<file path="config.mk">
export PLATFORM = sky130hd
export DESIGN_NAME = serial_paralelo
export DESIGN_NICKNAME = d
export VERILOG_FILES = /design/src/rtl/serial_paralelo.sv
export SDC_FILE = /design/constraint.sdc
export NUM_CORES = 1
export LEC_CHECK = 0
export ABC_CLOCK_PERIOD_IN_PS = 2400
export CAP_MARGIN = 0
export CORE_MARGIN = 10
export CORE_UTILIZATION = 40
export DETAILED_ROUTE_END_ITERATION = 10
export HOLD_SLACK_MARGIN = 0.12
export SETUP_SLACK_MARGIN = 0.5
export SLEW_MARGIN = 0
export SYNTH_ARGS = -nofsm -noshare
export SYNTH_HDL_FRONTEND = slang
export SYNTH_SLANG_ARGS = --single-unit
</file>
<file path="constraint.sdc">
create_clock -name clk -period 2.4 [get_ports clk]
set_clock_uncertainty 0.2 [all_clocks]
set_input_delay 0.24 -clock clk [delete_from_list [all_inputs] [get_ports clk]]
set_output_delay 0.24 -clock clk [all_outputs]
set_load 0.05 [all_outputs]
</file>
<file path="src/rtl/serial_paralelo.sv">
// serial_paralelo: receive-side 10-bit deserializer with K28.5 comma alignment.
// The serial line is sampled one bit per clk, MSB (word bit 9) first.
// An aligned word is emitted every 10 bits once a comma has fixed the phase.
// LOCKED is entered after COMMA_LOCK consecutive aligned commas.
// Optional feature macro: SP_LOS_EN adds the los port and loss-of-sync detection.
// With SP_LOS_EN, LOS_THRESH off-phase commas while LOCKED force a realign.
module serial_paralelo #(
    parameter logic [9:0] COMMA_P    = 10'b0011111010,
    parameter logic [9:0] COMMA_N    = 10'b1100000101,
    parameter int         COMMA_LOCK = 3,
    parameter int         LOS_THRESH = 2
) (
    input  logic       clk,
    input  logic       rst,
    input  logic       enb,
    input  logic       entrada,
    output logic [9:0] salidas,
    output logic       valido,
    output logic       sincronizado,
    output logic [1:0] estado
`ifdef SP_LOS_EN
    ,
    output logic       los
`endif
);

    typedef enum logic [1:0] {
        SEARCH = 2'b00,
        ALIGN  = 2'b01,
        LOCKED = 2'b10
    } state_t;

    localparam logic [3:0] LOCK_N = 4'(COMMA_LOCK);

    // Only the 9 most recent bits need storing; the 10th comes straight from entrada.
    logic [8:0] sr_q, sr_d;
    logic [3:0] bitcnt_q, bitcnt_d;
    state_t     estado_q, estado_d;
    logic [2:0] cnt_comma_q, cnt_comma_d;
    logic [9:0] salidas_q, salidas_d;
    logic       valido_q, valido_d;
    logic       sinc_q, sinc_d;

`ifdef SP_LOS_EN
    localparam logic [3:0] LOS_N = 4'(LOS_THRESH);
    logic [2:0] cnt_los_q, cnt_los_d;
    logic       los_q, los_d;
`endif

    logic [9:0] nxt;
    logic       comma;
    logic       boundary;

    assign nxt      = {sr_q, entrada};
    assign comma    = (nxt == COMMA_P) || (nxt == COMMA_N);
    assign boundary = (bitcnt_q == 4'd9);

    // Next-state logic: alignment FSM, word assembly and comma counting.
    always_comb begin
        sr_d        = sr_q;
        bitcnt_d    = bitcnt_q;
        estado_d    = estado_q;
        cnt_comma_d = cnt_comma_q;
        salidas_d   = salidas_q;
        valido_d    = 1'b0;
`ifdef SP_LOS_EN
        cnt_los_d   = cnt_los_q;
        los_d       = 1'b0;
`endif
        if (enb) begin
            sr_d     = nxt[8:0];
            bitcnt_d = boundary ? 4'd0 : bitcnt_q + 4'd1;
            case (estado_q)
                SEARCH: begin
                    if (comma) begin
                        // A comma anywhere fixes the word phase, even on a boundary.
                        salidas_d   = nxt;
                        valido_d    = 1'b1;
                        bitcnt_d    = 4'd0;
                        cnt_comma_d = 3'd1;
                        estado_d    = (LOCK_N == 4'd1) ? LOCKED : ALIGN;
                    end
                end
                ALIGN: begin
                    if (boundary) begin
                        salidas_d = nxt;
                        valido_d  = 1'b1;
                        if (comma) begin
                            cnt_comma_d = cnt_comma_q + 3'd1;
                            if ({1'b0, cnt_comma_q} + 4'd1 >= LOCK_N) begin
                                estado_d = LOCKED;
                            end
                        end else begin
                            estado_d    = SEARCH;
                            cnt_comma_d = 3'd0;
                        end
                    end else if (comma) begin
                        // Comma on a new phase: restart the count on that phase.
                        salidas_d   = nxt;
                        valido_d    = 1'b1;
                        bitcnt_d    = 4'd0;
                        cnt_comma_d = 3'd1;
                        if (LOCK_N == 4'd1) begin
                            estado_d = LOCKED;
                        end
                    end
                end
                LOCKED: begin
                    if (boundary) begin
                        salidas_d = nxt;
                        valido_d  = 1'b1;
                    end
`ifdef SP_LOS_EN
                    if (boundary && comma) begin
                        cnt_los_d = 3'd0;
                    end else if (!boundary && comma) begin
                        if ({1'b0, cnt_los_q} + 4'd1 >= LOS_N) begin
                            // Too many off-phase commas: follow the new phase.
                            estado_d    = ALIGN;
                            salidas_d   = nxt;
                            valido_d    = 1'b1;
                            bitcnt_d    = 4'd0;
                            cnt_comma_d = 3'd1;
                            cnt_los_d   = 3'd0;
                            los_d       = 1'b1;
                        end else begin
                            cnt_los_d = cnt_los_q + 3'd1;
                        end
                    end
`endif
                end
                default: begin
                    estado_d    = SEARCH;
                    cnt_comma_d = 3'd0;
                end
            endcase
        end
        sinc_d = (estado_d == LOCKED);
    end

    // State register with asynchronous active-low reset.
    always_ff @(posedge clk or negedge rst) begin
        if (!rst) begin
            sr_q        <= '0;
            bitcnt_q    <= '0;
            estado_q    <= SEARCH;
            cnt_comma_q <= '0;
            salidas_q   <= '0;
            valido_q    <= 1'b0;
            sinc_q      <= 1'b0;
`ifdef SP_LOS_EN
            cnt_los_q   <= '0;
            los_q       <= 1'b0;
`endif
        end else begin
            sr_q        <= sr_d;
            bitcnt_q    <= bitcnt_d;
            estado_q    <= estado_d;
            cnt_comma_q <= cnt_comma_d;
            salidas_q   <= salidas_d;
            valido_q    <= valido_d;
            sinc_q      <= sinc_d;
`ifdef SP_LOS_EN
            cnt_los_q   <= cnt_los_d;
            los_q       <= los_d;
`endif
        end
    end

    assign salidas      = salidas_q;
    assign valido       = valido_q;
    assign sincronizado = sinc_q;
    assign estado       = estado_q;
`ifdef SP_LOS_EN
    assign los          = los_q;
`endif

endmodule

</file>
After elaboration in Yosys (flattened, before gate mapping):

Cells that the tools add are included.

* eq/ne operators: 7
* bitwise logic cells: 1
* reduce and logical (&&, ||, !) cells: 5
* order comparisons: 1
* add/subtract/negate cells: 3
* multiplexer cells: 23

Operator list (count)
* $mux 10: 3
* $pmux 10 s3: 1
* $mux 4: 3
* $eq 10x10->1 const B: 1
* $eq 10x8->1 const B: 1
* $mux 2: 5
* $mux 3: 3
* $pmux 3 s3: 1
* $pmux 4 s2: 1
* $pmux 2 s3: 1
* $add 3x1->4 const B: 1
* $add 4x1->4 const B: 1
* $eq 2x2->1 const B: 2
* $eq 4x4->1 const B: 1
* $ge 4x2->1 const B: 1
* $mux 1: 4
* $add 3x1->3 const B: 1
* $pmux 1 s3: 1
* $reduce_and 3->1: 1
* $reduce_bool 3->1: 1
* $eq 2x1->1 const B: 1
* $logic_not 2->1: 1
* $ne 2x2->1 const B: 1
* $reduce_and 2->1: 1
* other kinds (2): 2

* input port bits: 4
* logic and storage cells: 47
* flip-flop bits (word level): 30

Logic depth before layout (Yosys ltp):

* depth in word-level cells: 8
* gate-level depth with buffers: 8
* mapped depth without buffers: 7

Worst setup path before layout:

OpenSTA, ideal clock, no wires.

* kind: reg-to-reg
* start point: reg estado_q[0] (netlist: estado[0])
* end point: reg salidas_q[0] (netlist: salidas[0])
* data required time: 2.079 ns
* clock period less this slack: 2.455 ns
* path slack: -0.055 ns
* library setup time: 0.121 ns
* buffers on the path: 1
* cell stages (with the launch flop): 7
* data arrival time: 2.134 ns
* cell sequence: dfrtp_1 -> inv_1 -> ha_1 -> clkbuf_1 -> a21boi_0 -> o31ai_2 -> a22o_1

* longest elaborated chain between the ends: 3

Ends and longest elaborated chain
* start: declaration: RTL line 38 `state_t estado_q, estado_d;`
* start signal: assignment: RTL line 158 `estado_q <= estado_d;`
* $eq 2x2->1 (tied with other cells): RTL line 73 `case (estado_q)`
* $ne 2x2->1 (no source line) or $reduce_bool 3->1 (tied branches)
* $reduce_and 3->1 (no source line)
* end signal: assignment: RTL line 160 `salidas_q <= salidas_d;`
* end: declaration: RTL line 40 `logic [9:0] salidas_q, salidas_d;`

Several ways; a longest one is shown, not always the timed one.
A chain may end at the register's enable or synchronous reset.

Worst setup path after layout:

* start point: reg sr_q[5]
* end point: reg salidas_q[7] (netlist: salidas[7])

* longest elaborated chain between the ends: 5

Ends and longest elaborated chain
* start: declaration: RTL line 36 `logic [8:0] sr_q, sr_d;`
* start signal: assignment: RTL line 156 `sr_q <= sr_d;`
* $eq 10x8->1 or $eq 10x10->1 (tied branches): RTL line 55 `assign comma = (nxt == COMMA_P) || (nxt == COMMA_N);`
* $logic_or 1x1->1 *: RTL line 55
* $mux 10 *
* $mux 10
* $pmux 10 s3 *

Mark *: on every way between the ends. The rest lies on a longest branch, timed or not.

==> out/qor.csv <==
stage;metric;value;unit
timing;count of final setup violators;0;
synth;Post-Synthesis Net Count;174;
layout;summed area of non-filler cells in the final layout;2440;sq um
clock_network;Post-CTS Hold Fix Bufs;0;
routing;number of nets with antenna violations after detailed routing;0;
timing;setup repair after global routing missed its margin;true;
min_path;path type of the worst min-delay path;primary input to asynchronous set/reset pin;
synth;Async SR Flop Fraction;1.00;
global_route;number of antenna violations at the first check in global routing;0;
global_route;total grt overflow;0;
synth;syn_area_per_cell;10.5;sq um
synth;number of enable-type register cells in the synthesized netlist;0;
critical_path;RR Endpoint;salidas[7];
floorplanning;Die Y;85.2;microns
routing;ratio of routed vias to standard cells;5.69;
critical_path;category of the most critical setup path;flop to flop;
clock_network;TritonCTS Sinks;30;
timing;Max Transition Viols Final;0;
synth;largest family of logic cells by synthesized area;compound AO/OA/AOI/OAI gates;
layout;Final Net Count;216;
clock_network;Clock Pin Slew Worst Setup and Hold Paths;0.07;ns
critical_path;maximum fanout along the worst path;8;
synth;synthesized flop and latch total;30;
critical_path;Register-to-Register Path Depth;7;
clock_network;TritonCTS clock tree;built;
timing;Worst-Margin Slew;0.519;ns
layout;fraction of layout instances using a drive strength above 1;0.376;
floorplanning;Floorplan Core Area;4060;sq um
synth;Compound-Gate Fraction of Synth Area;0.236;
layout;footprint of the flip-flops and latches;761;sq um
pwr;power density of the placed cells;1180;nW/um^2
global_route;global-route wire length before repair;6990;microns
synth;Commonest cells post-synth;sky130_fd_sc_hd__dfrtp_1, sky130_fd_sc_hd__nor2_1, sky130_fd_sc_hd__mux2_2;
place;dpl ws;0.109;ns
timing;final period demand of the worst path;1.96;ns
synth;fraction of the mapped netlist area in adder cells;0.0590;
synth;proportion of synthesized chip area in sequential cells;0.442;
timing;period utilization;0.815;
critical_path;data required time of the worst path;2.36;ns
place;HPWL after detailed placement;2980;microns
critical_path;Reg-to-Reg Start;sr_q[5];
timing;final worst slack;0.445;ns
layout;layout filler cell count;327;
place;count of input and output buffers;17;
floorplanning;number of cell rows;23;
critical_path;beginning of the critical path;sr_q[5];
synth;mux contribution to synthesized area;0.0722;
synth;predominant post-synthesis flop cell;sky130_fd_sc_hd__dfrtp_1;
routing;post-detailed-routing wire length;4280;microns
floorplanning;ports placed on the boundary;18;
routing;iteration-0 DRC count of the detailed router;94;
synth;cell area after synthesis;1700;sq um
routing;average routed wire per standard cell;16.8;microns
critical_path;worst reg-to-reg setup slack;0.44;ns
layout;multi-input gate area in the final layout;1070;sq um
job;max-cap viol count;0;
critical_path;element type at the critical path end;flop;
place;GP Congestion;0.867;
layout;post-synthesis to final-layout area growth;43.8;%
timing;max_slew headroom;0.653;
synth;Yosys warning total;0;
synth;gate count of the mapped netlist;162;
synth;biggest area contributors in the synthesized netlist;sky130_fd_sc_hd__dfrtp_1, sky130_fd_sc_hd__mux2_2, sky130_fd_sc_hd__ha_1;
floorplanning;area of the die;7250;sq um
critical_path;worst endpoint data arrival time;1.92;ns
clock_network;maximum count of clock buffers along a single path;2;
layout;count of inserted antenna diode cells;0;
global_route;overall routing resource usage;0.115;
synth;xor and xnor area share after synthesis;0;
synth;most numerous cell in the Yosys netlist;sky130_fd_sc_hd__dfrtp_1;
timing;sum of negative setup slack;0;ns
clock_network;clock latency of the later-clocked register in the worst-skew pair;0.28;ns
floorplanning;starting density of the core;0.418;
global_route;pin count of the biggest net entering global routing;31;
routing;first-pass detailed-route iteration total;4;
routing;post-route DRC violation count;0;
clock_network;H-Tree Level Count;2;
timing;maximum clock rate;0.511;GHz
place;placed standard-cell area;2060;sq um
synth;Cell variety after synth;47;
synth;area share of and/or/nand/nor cells after synthesis;0.157;
timing;count of endpoints failing hold in the final timing report;0;
pwr;Pleak;1.20;nW
outcome;outcome;finished, final reports clean;
clock_network;TritonCTS buffer count;5;
critical_path;startpoint kind of the worst setup timing path;flop;
clock_network;root buffer cell;sky130_fd_sc_hd__clkbuf_8;
global_route;number of global-route vias before repair;1483;
routing;vias post-DR;1451;
synth;post-synth top area share;0.442;
synth;area leader, netlist;sky130_fd_sc_hd__dfrtp_1;
pwr;peak supply drop;719;uV
floorplanning;Die Width;85.2;microns
==> worst max-delay path by stage <==
stage                       end  slack [ns]  cells after the start
global route        bitcnt_q[0]        0.38                      5
CTS                 bitcnt_q[0]        0.42                      5
detailed placement  bitcnt_q[3]        0.11                      6
finish               salidas[7]        0.44                      7
floorplan            salidas[0]        0.45                      6
global placement    bitcnt_q[0]        0.16                      6
==> worst max-delay path: stages, from the launching register on <==
cell                      delay, ns
sky130_fd_sc_hd__dfrtp_1       0.42
sky130_fd_sc_hd__buf_6         0.14
sky130_fd_sc_hd__nor4_4        0.24
sky130_fd_sc_hd__and4_4        0.30
sky130_fd_sc_hd__buf_6         0.12
sky130_fd_sc_hd__o31ai_4       0.07
sky130_fd_sc_hd__buf_12        0.15
sky130_fd_sc_hd__a22o_1        0.20
==> sequential cells by signal, indices dropped and copies added (netlist names) <==
name          flops
salidas          10
sr_q              9
cnt_comma_q       3
bitcnt_q          4
valido            1
sincronizado      1
estado            2
==> power by group <==
group | internal (mW) | leakage [nW] | switching (mW)
clock network | 0.305 | 0.0579 | 0.192
logic | 0.647 | 0.760 | 0.882
registers | 0.669 | 0.379 | 0.185
total | 1.62 | 1.20 | 1.26
==> placed cells by master, fill, tap and decap left out, types with 3 or more instances in the layout <==
master and instances:
sky130_fd_sc_hd__buf_6 4, sky130_fd_sc_hd__dlygate4sd2_1 5, sky130_fd_sc_hd__dfrtp_1 24, sky130_fd_sc_hd__a22o_1 8, sky130_fd_sc_hd__mux2_2 10, sky130_fd_sc_hd__nor2_1 13
sky130_fd_sc_hd__dlymetal6s2s_1 8, sky130_fd_sc_hd__dfrtp_2 5, sky130_fd_sc_hd__clkdlybuf4s50_1 4, sky130_fd_sc_hd__a21oi_1 7, sky130_fd_sc_hd__o21ai_0 6, sky130_fd_sc_hd__inv_1 5
sky130_fd_sc_hd__buf_4 21, sky130_fd_sc_hd__ha_1 6, sky130_fd_sc_hd__o21ai_1 6, sky130_fd_sc_hd__nor2b_1 3, sky130_fd_sc_hd__clkbuf_8 5, sky130_fd_sc_hd__o211ai_1 5
sky130_fd_sc_hd__nand3_1 6
==> cell families (layout without fill, tap and decap cells) <==
family | count (synthesis) | after routing
DFF | 30 | 30
buffers and inverters | 15 | 58
AOI/OAI and AO/OA | 54 | 54
adders and majority gates | 8 | 8
and+or+nand+nor | 44 | 44
muxes | 11 | 11
==> through the flow <==
step	hold slack (ns)	total power [mW]	utilization	instances
finish	0.139	2.88	0.602	255
global route	0.191	3.05	0.602	255
detailed placement	0.284	2.20	0.508	231
global placement	0.295	2.17	0.508	231
floorplan	-0.256	1.85	-	162
CTS	0.160	2.82	0.579	251
==> repair_timing <==
item	CTS	global route
buffers inserted	12	4
gates cloned	0	0
pin swaps	8	4
setup endpoints to repair	23	27
resized for setup	22	18
==> layer usage <==
layer	part of all wire	track usage	up-vias
met4	0	0.0269	0
li1	-	-	699
met5	0	0	-
met1	0.44	0.136	714
met2	0.51	0.202	38
met3	0.045	0.0277	0
==> area by class of cell <==
type | instances | area share
Clock buffer | 5 | 0.0282
Clock inverter | 3 | 0.0164
Inverter | 7 | 0.0128
Multi-Input combinational cell | 117 | 0.439
Sequential cell | 30 | 0.312
Tap cell | 50 | 0.0256
Timing Repair Buffer | 43 | 0.167
Note: power is estimated with default switching activity, not from simulation.
